**src/rtl/seg7_hex_if.sv**
```systemverilog
// Display-bus and digit-stream bundle for the 7-segment read-back decoder.
// The slave modport is the decoder's view. The master modport is the view of
// whatever drives the segment bus and consumes the decoded digits.
interface seg7_hex_if #(
  parameter int ERR_CNT_W = 8
);
  logic                 sample_en;
  logic [6:0]           seg_in;
  logic                 dp_in;
  logic                 out_valid;
  logic                 out_ready;
  logic [3:0]           hex_out;
  logic                 dp_out;
  logic                 err;
  logic [ERR_CNT_W-1:0] err_count;

  modport slave (
    input  sample_en, seg_in, dp_in, out_ready,
    output out_valid, hex_out, dp_out, err, err_count
  );

  modport master (
    output sample_en, seg_in, dp_in, out_ready,
    input  out_valid, hex_out, dp_out, err, err_count
  );
endinterface

```
**src/rtl/seg7_hex_decoder.sv**
```systemverilog
// Recovers the hex digit shown on a 7-segment + dp bus.
// A pattern must be seen unchanged for STABLE_CYCLES samples before it counts.
// Each settled, non-blank pattern that differs from the last one handled is
// emitted once on a valid/ready handshake. Glyphs that are not hex digits are
// flagged with err and counted in a saturating counter.
module seg7_hex_decoder #(
  parameter int STABLE_CYCLES = 4,
  parameter int ERR_CNT_W     = 8
) (
  input  logic       clk,
  input  logic       rst,
  seg7_hex_if.slave  bus
);
  localparam logic [1:0] ST_ACQUIRE = 2'd0;
  localparam logic [1:0] ST_PRESENT = 2'd1;
  localparam logic [1:0] ST_SETTLED = 2'd2;

  localparam logic [7:0] STABLE_N = 8'(STABLE_CYCLES);

  logic [7:0]           pat_q, pat_d;
  logic [7:0]           cnt_q, cnt_d;
  logic [7:0]           last_q, last_d;
  logic [1:0]           state_q, state_d;
  logic                 valid_q, valid_d;
  logic [3:0]           hex_q, hex_d;
  logic                 dp_q, dp_d;
  logic                 err_q, err_d;
  logic [ERR_CNT_W-1:0] err_cnt_q, err_cnt_d;

  logic       stable;
  logic       legal;
  logic [3:0] digit;
  logic [7:0] bus_pat;

  assign bus_pat = {bus.dp_in, bus.seg_in};
  assign stable  = (cnt_q == STABLE_N);

  // Glyph lookup on the sampled segments; dp plays no part in it
  always_comb begin
    legal = 1'b1;
    digit = 4'h0;
    case (pat_q[6:0])
      7'h3F: digit = 4'h0;
      7'h06: digit = 4'h1;
      7'h5B: digit = 4'h2;
      7'h4F: digit = 4'h3;
      7'h66: digit = 4'h4;
      7'h6D: digit = 4'h5;
      7'h7D: digit = 4'h6;
      7'h07: digit = 4'h7;
      7'h7F: digit = 4'h8;
      7'h6F: digit = 4'h9;
      7'h77: digit = 4'hA;
      7'h7C: digit = 4'hB;
      7'h39: digit = 4'hC;
      7'h5E: digit = 4'hD;
      7'h79: digit = 4'hE;
      7'h71: digit = 4'hF;
      default: legal = 1'b0;
    endcase
  end

  // Stability tracker: count consecutive identical samples, frozen when sampling is off
  always_comb begin
    pat_d = pat_q;
    cnt_d = cnt_q;
    if (bus.sample_en) begin
      pat_d = bus_pat;
      if (bus_pat != pat_q)
        cnt_d = 8'd0;
      else if (!stable)
        cnt_d = cnt_q + 8'd1;
    end
  end

  // Emission FSM: acquire a settled pattern, present it, then wait for a change
  always_comb begin
    state_d   = state_q;
    last_d    = last_q;
    valid_d   = valid_q;
    hex_d     = hex_q;
    dp_d      = dp_q;
    err_d     = err_q;
    err_cnt_d = err_cnt_q;
    case (state_q)
      ST_ACQUIRE: begin
        if (stable) begin
          last_d = pat_q;
          // Blank, or a return to the pattern already handled, is absorbed silently
          if (pat_q == 8'h00 || pat_q == last_q) begin
            state_d = ST_SETTLED;
          end else begin
            valid_d = 1'b1;
            hex_d   = legal ? digit : 4'h0;
            dp_d    = pat_q[7];
            err_d   = ~legal;
            if (!legal && err_cnt_q != '1)
              err_cnt_d = err_cnt_q + 1'b1;
            state_d = ST_PRESENT;
          end
        end
      end
      ST_PRESENT: begin
        if (bus.out_ready) begin
          valid_d = 1'b0;
          state_d = ST_SETTLED;
        end
      end
      ST_SETTLED: begin
        if (pat_q != last_q)
          state_d = ST_ACQUIRE;
      end
      default: state_d = ST_ACQUIRE;
    endcase
  end

  // State registers with synchronous reset
  always_ff @(posedge clk) begin
    if (rst) begin
      pat_q     <= 8'h00;
      cnt_q     <= 8'd0;
      last_q    <= 8'h00;
      state_q   <= ST_ACQUIRE;
      valid_q   <= 1'b0;
      hex_q     <= 4'h0;
      dp_q      <= 1'b0;
      err_q     <= 1'b0;
      err_cnt_q <= '0;
    end else begin
      pat_q     <= pat_d;
      cnt_q     <= cnt_d;
      last_q    <= last_d;
      state_q   <= state_d;
      valid_q   <= valid_d;
      hex_q     <= hex_d;
      dp_q      <= dp_d;
      err_q     <= err_d;
      err_cnt_q <= err_cnt_d;
    end
  end

  assign bus.out_valid = valid_q;
  assign bus.hex_out   = hex_q;
  assign bus.dp_out    = dp_q;
  assign bus.err       = err_q;
  assign bus.err_count = err_cnt_q;
endmodule

```
**src/flat_wrapper.sv**
```systemverilog
// flat-port wrapper written by rule: the top's interface ports become plain ports
module seg7_hex_decoder_flat 
#(
  parameter int STABLE_CYCLES = 4,
  parameter int ERR_CNT_W     = 8
)
  (clk, rst, bus_sample_en, bus_seg_in, bus_dp_in, bus_out_ready, bus_out_valid, bus_hex_out, bus_dp_out, bus_err, bus_err_count);
  seg7_hex_if #(.ERR_CNT_W(ERR_CNT_W)) bus_i ();
  input  logic clk;
  input  logic rst;
  input wire logic [$bits(bus_i.sample_en)-1:0] bus_sample_en;
  input wire logic [$bits(bus_i.seg_in)-1:0] bus_seg_in;
  input wire logic [$bits(bus_i.dp_in)-1:0] bus_dp_in;
  input wire logic [$bits(bus_i.out_ready)-1:0] bus_out_ready;
  output wire logic [$bits(bus_i.out_valid)-1:0] bus_out_valid;
  output wire logic [$bits(bus_i.hex_out)-1:0] bus_hex_out;
  output wire logic [$bits(bus_i.dp_out)-1:0] bus_dp_out;
  output wire logic [$bits(bus_i.err)-1:0] bus_err;
  output wire logic [$bits(bus_i.err_count)-1:0] bus_err_count;
  assign bus_i.sample_en = bus_sample_en;
  assign bus_i.seg_in = bus_seg_in;
  assign bus_i.dp_in = bus_dp_in;
  assign bus_i.out_ready = bus_out_ready;
  assign bus_out_valid = bus_i.out_valid;
  assign bus_hex_out = bus_i.hex_out;
  assign bus_dp_out = bus_i.dp_out;
  assign bus_err = bus_i.err;
  assign bus_err_count = bus_i.err_count;
  seg7_hex_decoder #(.STABLE_CYCLES(STABLE_CYCLES), .ERR_CNT_W(ERR_CNT_W)) u_core (.clk(clk), .rst(rst), .bus(bus_i));
endmodule
```
**config.mk**
```make
export PLATFORM = sky130hd
export DESIGN_NAME = seg7_hex_decoder_flat
export DESIGN_NICKNAME = d
export VERILOG_FILES = /design/src/rtl/seg7_hex_if.sv /design/src/rtl/seg7_hex_decoder.sv /design/src/flat_wrapper.sv
export SDC_FILE = /design/constraint.sdc
export NUM_CORES = 1
export LEC_CHECK = 0
export CAP_MARGIN = 20
export CORE_MARGIN = 8
export CORE_UTILIZATION = 33
export CTS_CLUSTER_DIAMETER = 120
export DETAILED_ROUTE_END_ITERATION = 8
export GPL_TIMING_DRIVEN = 0
export PLACE_DENSITY_LB_ADDON = 0.15
export REMOVE_ABC_BUFFERS = 1
export SLEW_MARGIN = 10
export SYNTH_ARGS = -nofsm -noshare
export SYNTH_HDL_FRONTEND = slang
export SYNTH_SLANG_ARGS = --single-unit
```
**constraint.sdc**
```tcl
create_clock -name clk -period 2.33 [get_ports clk]
set_input_delay 0.3495 -clock clk [delete_from_list [all_inputs] [get_ports clk]]
set_output_delay 0.3495 -clock clk [all_outputs]
set_load 0.02 [all_outputs]
```
## Word level (Yosys, flattened, before mapping)

Cells that the tools add are included.

- Output and inout port bits: 15
- Input bits: 12
- Word-level logic and storage cells: 68
- Bits in registers: 41

- Mux-type cells: 14
- Reduce and logical (&&, ||, !) cells: 13
- Bitwise gates (word level): 2
- Equal/unequal tests: 28
- $add $sub $neg: 2

Operators with widths:

| kind | count |
|---|---|
| equality test 7 bit (second input constant) | 12 |
| case mux 4 bit (15 select lines) | 1 |
| adder 8 x 1 -> 8 bit (second input constant) | 2 |
| two-way mux 8 bit | 2 |
| != test 8 bit | 2 |
| OR reduction 16 bit | 1 |
| equality test 7 x 3 -> 1 bit (second input constant) | 2 |
| equality test 7 x 6 -> 1 bit (second input constant) | 2 |
| equality test 8 x 3 -> 1 bit (second input constant) | 1 |
| equality test 8 bit | 1 |
| logical NOT 8 bit | 1 |
| two-way mux 2 bit | 4 |
| != test 8 bit (second input constant) | 1 |
| AND reduction 4 bit | 2 |
| != test 2 bit (second input constant) | 3 |
| case mux 2 bit (3 select lines) | 1 |
| AND reduction 3 bit | 2 |
| two-way mux 1 bit | 4 |
| two-way mux 4 bit | 1 |
| != test 2 x 1 -> 1 bit (second input constant) | 2 |
| AND reduction 2 bit | 2 |
| equality test 2 x 1 -> 1 bit (second input constant) | 1 |
| equality test 2 bit (second input constant) | 1 |
| logical NOT 2 bit | 1 |
| 6 further kinds | 7 |

## Depth between registers and ports, before layout

- Depth after elaboration: 6
- Mapped depth: 10
- Depth with buffers taken out: 8

## Worst setup path after synthesis

Ideal clock, no wire load.

- Kind: reg2reg
- From: register u_core.cnt_q[0]
- To: register u_core.err_cnt_q[5] (netlist: u_core.bus.err_count[5])
- Arrival time: 1.936 ns
- Data required time: 2.207 ns
- Path buffers: 1
- Cell stages (with the launch flop): 10
- Setup slack: 0.271 ns
- Period minus slack after synthesis: 2.059 ns
- Setup time: 0.123 ns
- Cells stage by stage: dfxtp_1 inv_1 ha_1 nor4b_4 nand3_2 nor3_2 buf_6 nand4b_1 nor4_1 mux2_1

- Cells in the longest elaborated chain, start to end: 2

RTL lines:

| what | RTL line | text |
|---|---|---|
| from (decl) | seg7_hex_decoder.sv:21 | `logic [7:0] cnt_q, cnt_d;` |
| from (signal assigned) | seg7_hex_decoder.sv:131 | `cnt_q <= cnt_d;` |
| equality test 8 x 3 -> 1 bit | seg7_hex_decoder.sv:36 | `assign stable = (cnt_q == STABLE_N);` |
| AND reduction 4 bit (no source line) | n/a |  |
| to (signal assigned) | seg7_hex_decoder.sv:138 | `err_cnt_q <= err_cnt_d;` |
| to (decl) | seg7_hex_decoder.sv:28 | `logic [ERR_CNT_W-1:0] err_cnt_q, err_cnt_d;` |

Every way passes these cells.
A chain may end at the register's enable or synchronous reset.

## Worst setup path after layout

- From: register u_core.pat_q[4]
- To: register u_core.err_cnt_q[7] (netlist: u_core.bus.err_count[7])

- Cells in the longest elaborated chain, start to end: 6
- Elaborated cells on any way between the ends: 25
- Classes of those cells: eq/ne: 17; mux: 1; bitwise: 1; reduce/logical: 6

RTL lines:

| what | RTL line | text |
|---|---|---|
| from (decl) | seg7_hex_decoder.sv:20 | `logic [7:0] pat_q, pat_d;` |
| from (signal assigned) | seg7_hex_decoder.sv:130 | `pat_q <= pat_d;` |
| equality test 7 x 6 -> 1 bit (tied with other cells) | seg7_hex_decoder.sv:42 | `case (pat_q[6:0])` |
| OR reduction 16 bit (no source line) | n/a |  |
| two-way mux 1 bit | seg7_hex_decoder.sv:42 |  |
| logical NOT 1 bit | seg7_hex_decoder.sv:97 | `if (!legal && err_cnt_q != '1)` |
| logical AND 1 bit | seg7_hex_decoder.sv:97 |  |
| AND reduction 4 bit (no source line) * | n/a |  |

Mark *: on every way between the ends. The rest lies on a longest branch, timed or not.

==> Implementation_results.wiki <==
{| class="wikitable"
! Metric !! Value
|-
| Number of diodes || 0
|-
| Ratio of cells with drive above 1 in the final layout || roughly 15%
|-
| Avg Cell Area, Syn || a little under 9 µm²
|-
| Critical path's top delay family || compound AO/OA/AOI/OAI gates
|-
| Starting DRT DRC Count || 47
|-
| Clk root buf || sky130_fd_sc_hd__clkbuf_8
|-
| Leakage power summed over all cells || 0.984 nW
|-
| Number of instances in the synthesized netlist || 272
|-
| Number of rows in the core area || 31
|-
| Unrepaired setup endpoints after global routing || yes
|-
| Slowest stage delay, CP || 0.51 ns
|-
| Number of global-route vias before repair || 1,815
|-
| Top cell type's share of synthesized area || 33.9%
|-
| Area overhead of the layout relative to synthesis || 19.7%
|-
| Total number of H-tree levels || 2
|-
| Reg2reg setup slack || 0.13 ns
|-
| Multi-input gate area || 1450 µm²
|-
| Dominant cells by area after synthesis || sky130_fd_sc_hd__dfxtp_1 34%, sky130_fd_sc_hd__mux2i_1 8.3%, sky130_fd_sc_hd__xnor2_1 6.2%
|-
| Aggregate routed wire length || 5.24 mm
|-
| Data required time at the worst endpoint || 2.53 ns
|-
| Proportion of power drawn by the clock network || 36.1%
|-
| Final cycle utilization of the critical path || between 90% and 100%
|-
| Total Die Area || 10,300 µm²
|-
| Sequential fraction of the synthesis area || 33.9%
|-
| Chip height || between 100 and 150 µm
|-
| DR top layer || met4
|-
| First-pass GRT wire length || 8.85 mm
|-
| Sort of element at the start of the critical path || register
|-
| Largest fanout on the critical path || 15
|-
| Initial core utilization || 33.7%
|-
| Final Hold Violating Endpoints || 0
|-
| Max-Slew Margin vs Limit || between 50% and 60%
|-
| Post-synth cell types || between 50 and 60
|-
| Maxcap violations || 0
|-
| Number of antenna violations at the first check in global routing || 0
|-
| Bufs on Longest Clock Path || 2
|-
| Sum of net half-perimeters after detailed placement || 3.54 mm
|-
| Drc violations || 0
|-
| Layout Nets || 311
|-
| Overall fraction of global-route tracks in use || about a tenth
|-
| Fin crit period || 2.20 ns
|-
| Total number of clock tree sinks || 41
|-
| Die Span X || slightly above 100 µm
|-
| Clock tree from TritonCTS || done
|-
| Total cell area at the placement stage || 2660 µm²
|-
| Core Region || ~7000 µm²
|-
| Share of flip-flops with an asynchronous set or reset || 0%
|-
| Most used cells in the layout excluding fill and tap cells || 36 x sky130_fd_sc_hd__nor2_1, 33 x sky130_fd_sc_hd__dfxtp_1, 25 x sky130_fd_sc_hd__clkdlybuf4s50_1
|-
| ANT nets after route || 0
|-
| Flop and latch count out of synthesis || just over 40
|-
| Post-detailed-route wirelength per cell || 13.2 µm
|-
| Cell Pwr Density || around 480 nW/µm²
|-
| Count of fill cells added during filler insertion || 722
|-
| Max IR drop VDD || 0.236 mV
|-
| Met3 wire length || 175 µm
|-
| Final clock skew || 0.00521 ns
|-
| Number of max-slew violations in the final report || 0
|-
| Maximum number of pins on one net before global-route repair || 36
|-
| Yosys synthesis warning count || 0
|-
| Length of routed met2 wiring || 2.41 mm
|-
| Sequential standard cell area || 836 µm²
|-
| Psw || around 0.00036 W
|-
| Num CTS Buffers || 5
|-
| Netlist area before placement || 2420 µm²
|-
| Combinational power share || 9.9%
|-
| Number of buffers inserted by hold repair at cts || 0
|-
| Category of the worst setup path capture point || register
|-
| Buffers on Ports || 26
|-
| Internal Pwr Total || 0.00102 W
|-
| Most used flip-flop cell after synthesis || sky130_fd_sc_hd__dfxtp_1
|-
| Slew at the pin with the worst max-slew slack || 0.733 ns
|-
| Run status || finished, final reports clean
|-
| Class of the worst hold path || register to register
|-
| Cell with the largest stage delay on the worst path || sky130_fd_sc_hd__dfxtp_2
|-
| Post-layout power || 0.00139 W
|-
| CTS clk-pin slew, worst paths || 0.08 ns
|-
| Ratio of routed vias to standard cells || 4.95
|-
| Clock insertion delay at the later pin of the skew report || 0.29 ns
|-
| Ordered list of cells on the worst path || nor4bb_1 > a22oi_1 > o211ai_2 > nor3b_4 > buf_12 > and4_1 > a211oi_1
|-
| Leading cell type in the layout, fill and taps excluded || sky130_fd_sc_hd__nor2_1
|-
| Critical path buffers and inverters || 1
|-
| Weighted congestion reported at the end of routability-driven placement || 0.747
|-
| Number of I/O pins || 27
|-
| Maximum clock frequency || 0.455 GHz
|-
| Final setup fails || 0
|-
| Wire length the detailed router placed on met1 || between 2 and 3 mm
|-
| Dominant cell type by area after synthesis || sky130_fd_sc_hd__dfxtp_1
|-
| Number of flops mapped to enable cells by yosys || 0
|-
| DRT Pass-1 Iters || 4
|-
| Worst Path Arrival || 2.40 ns
|-
| Vias post-DR || 1,962
|-
| Final design instance area without fill || 2900 µm²
|-
| Congestion Overflow GR || 0
|-
| Critical Setup Path Class || register to register
|-
| Reg power frac || 54.0%
|-
| Switching Fraction || 26.3%
|-
| Layout Utilization || 40.4%
|}
repair_timing:
action,in CTS,in global routing
gates resized for setup,7,8
pin swaps,1,2
setup endpoints to repair,15,14
hold endpoints to repair,0,0
buffers inserted,7,5
kinds of logic after synthesis:
family | count (synthesis) | share of synthesized area [%]
buffers and inverters | 29 | 6.93
DFF | 41 | 33.9
xor gates and xnor gates | 23 | 8.32
adders and majority gates | 3 | 1.55
and+or+nand+nor | 114 | 28.4
AOI/OAI and AO/OA | 41 | 12.2
muxes | 21 | 8.74
per-layer routing:
metal	vias to the layer above	GRT usage (%)
li1	1017	-
met1	910	13.8
met2	30	16.7
met3	5	2.13
met4	0	4.12
met5	-	0
worst paths after layout:
check                               startpoint                              endpoint  depth (start not counted)
setup / recovery  u_core.pat_q[4]$_SDFFE_PP0P_  u_core.bus.err_count[7]$_SDFFE_PP0P_                          7
hold / removal     u_core.bus.err$_SDFFE_PP0P_           u_core.bus.err$_SDFFE_PP0P_                          2
setup reg to reg  u_core.pat_q[4]$_SDFFE_PP0P_  u_core.bus.err_count[7]$_SDFFE_PP0P_                          7
hold reg to reg    u_core.bus.err$_SDFFE_PP0P_           u_core.bus.err$_SDFFE_PP0P_                          2
synthesized netlist by cell type (all sizes together), types with 4 or more instances:
cell and number:
or3 4, dfxtp 41, nor3 5, nand3b 4, and3 4, inv 8
nand3 8, buf 15, xor2 6, nand2 9, clkbuf 6, and2 4
a21oi 13, nand4 14, nor2 37, xnor2 17, o21ai 4, nor2b 6
mux2i 20
metrics by stage:
stage          setup TNS (ns)  setup WS, ns  hold slack (ns)  cells
5_1_grt              -0.00470      -0.00470            0.545    396
3_3_place_gp           -10.67        -0.835            0.474    376
4_1_cts                     0        0.0363            0.503    391
6_report                    0         0.130            0.499    396
2_1_floorplan           -1.25        -0.205            0.412    251
3_5_place_dp            -8.84        -0.806            0.484    376
cell type report:
class	count	share of cell area, %
Multi-Input combinational cell	202	50.0
Sequential cell	41	28.9
Timing Repair Buffer	38	12.5
Tap cell	99	4.28
Clock buffer	6	2.85
Inverter	8	1.04
Clock inverter	2	0.475
state kept, by name, summed over array words and instances (netlist names):
register,flops
u_core.bus.dp_out,1
u_core.bus.err,1
u_core.bus.err_count,8
u_core.bus.hex_out,4
u_core.bus.out_valid,1
u_core.cnt_q,8
u_core.last_q,8
u_core.pat_q,8
u_core.state_q,2
power by group through the flow:
stage	sequential, W	combinational (W)	clock (W)
6_report	0.000749	0.000137	0.000501
5_1_grt	0.000754	0.000153	0.000556
4_1_cts	0.000749	0.000137	0.000532
3_5_place_dp	0.000765	0.000135	0
3_3_place_gp	0.000765	0.000135	0
2_1_floorplan	0.000752	0.0000868	0
tightest hold or removal path, delay by kind of cell, from the launching register on:
family | cells | cell delay [ns]
muxes | 1 | 0.06
DFF | 1 | 0.33
and+or+nand+nor | 1 | 0.07
No activity file was read; power rests on OpenSTA's default activity.
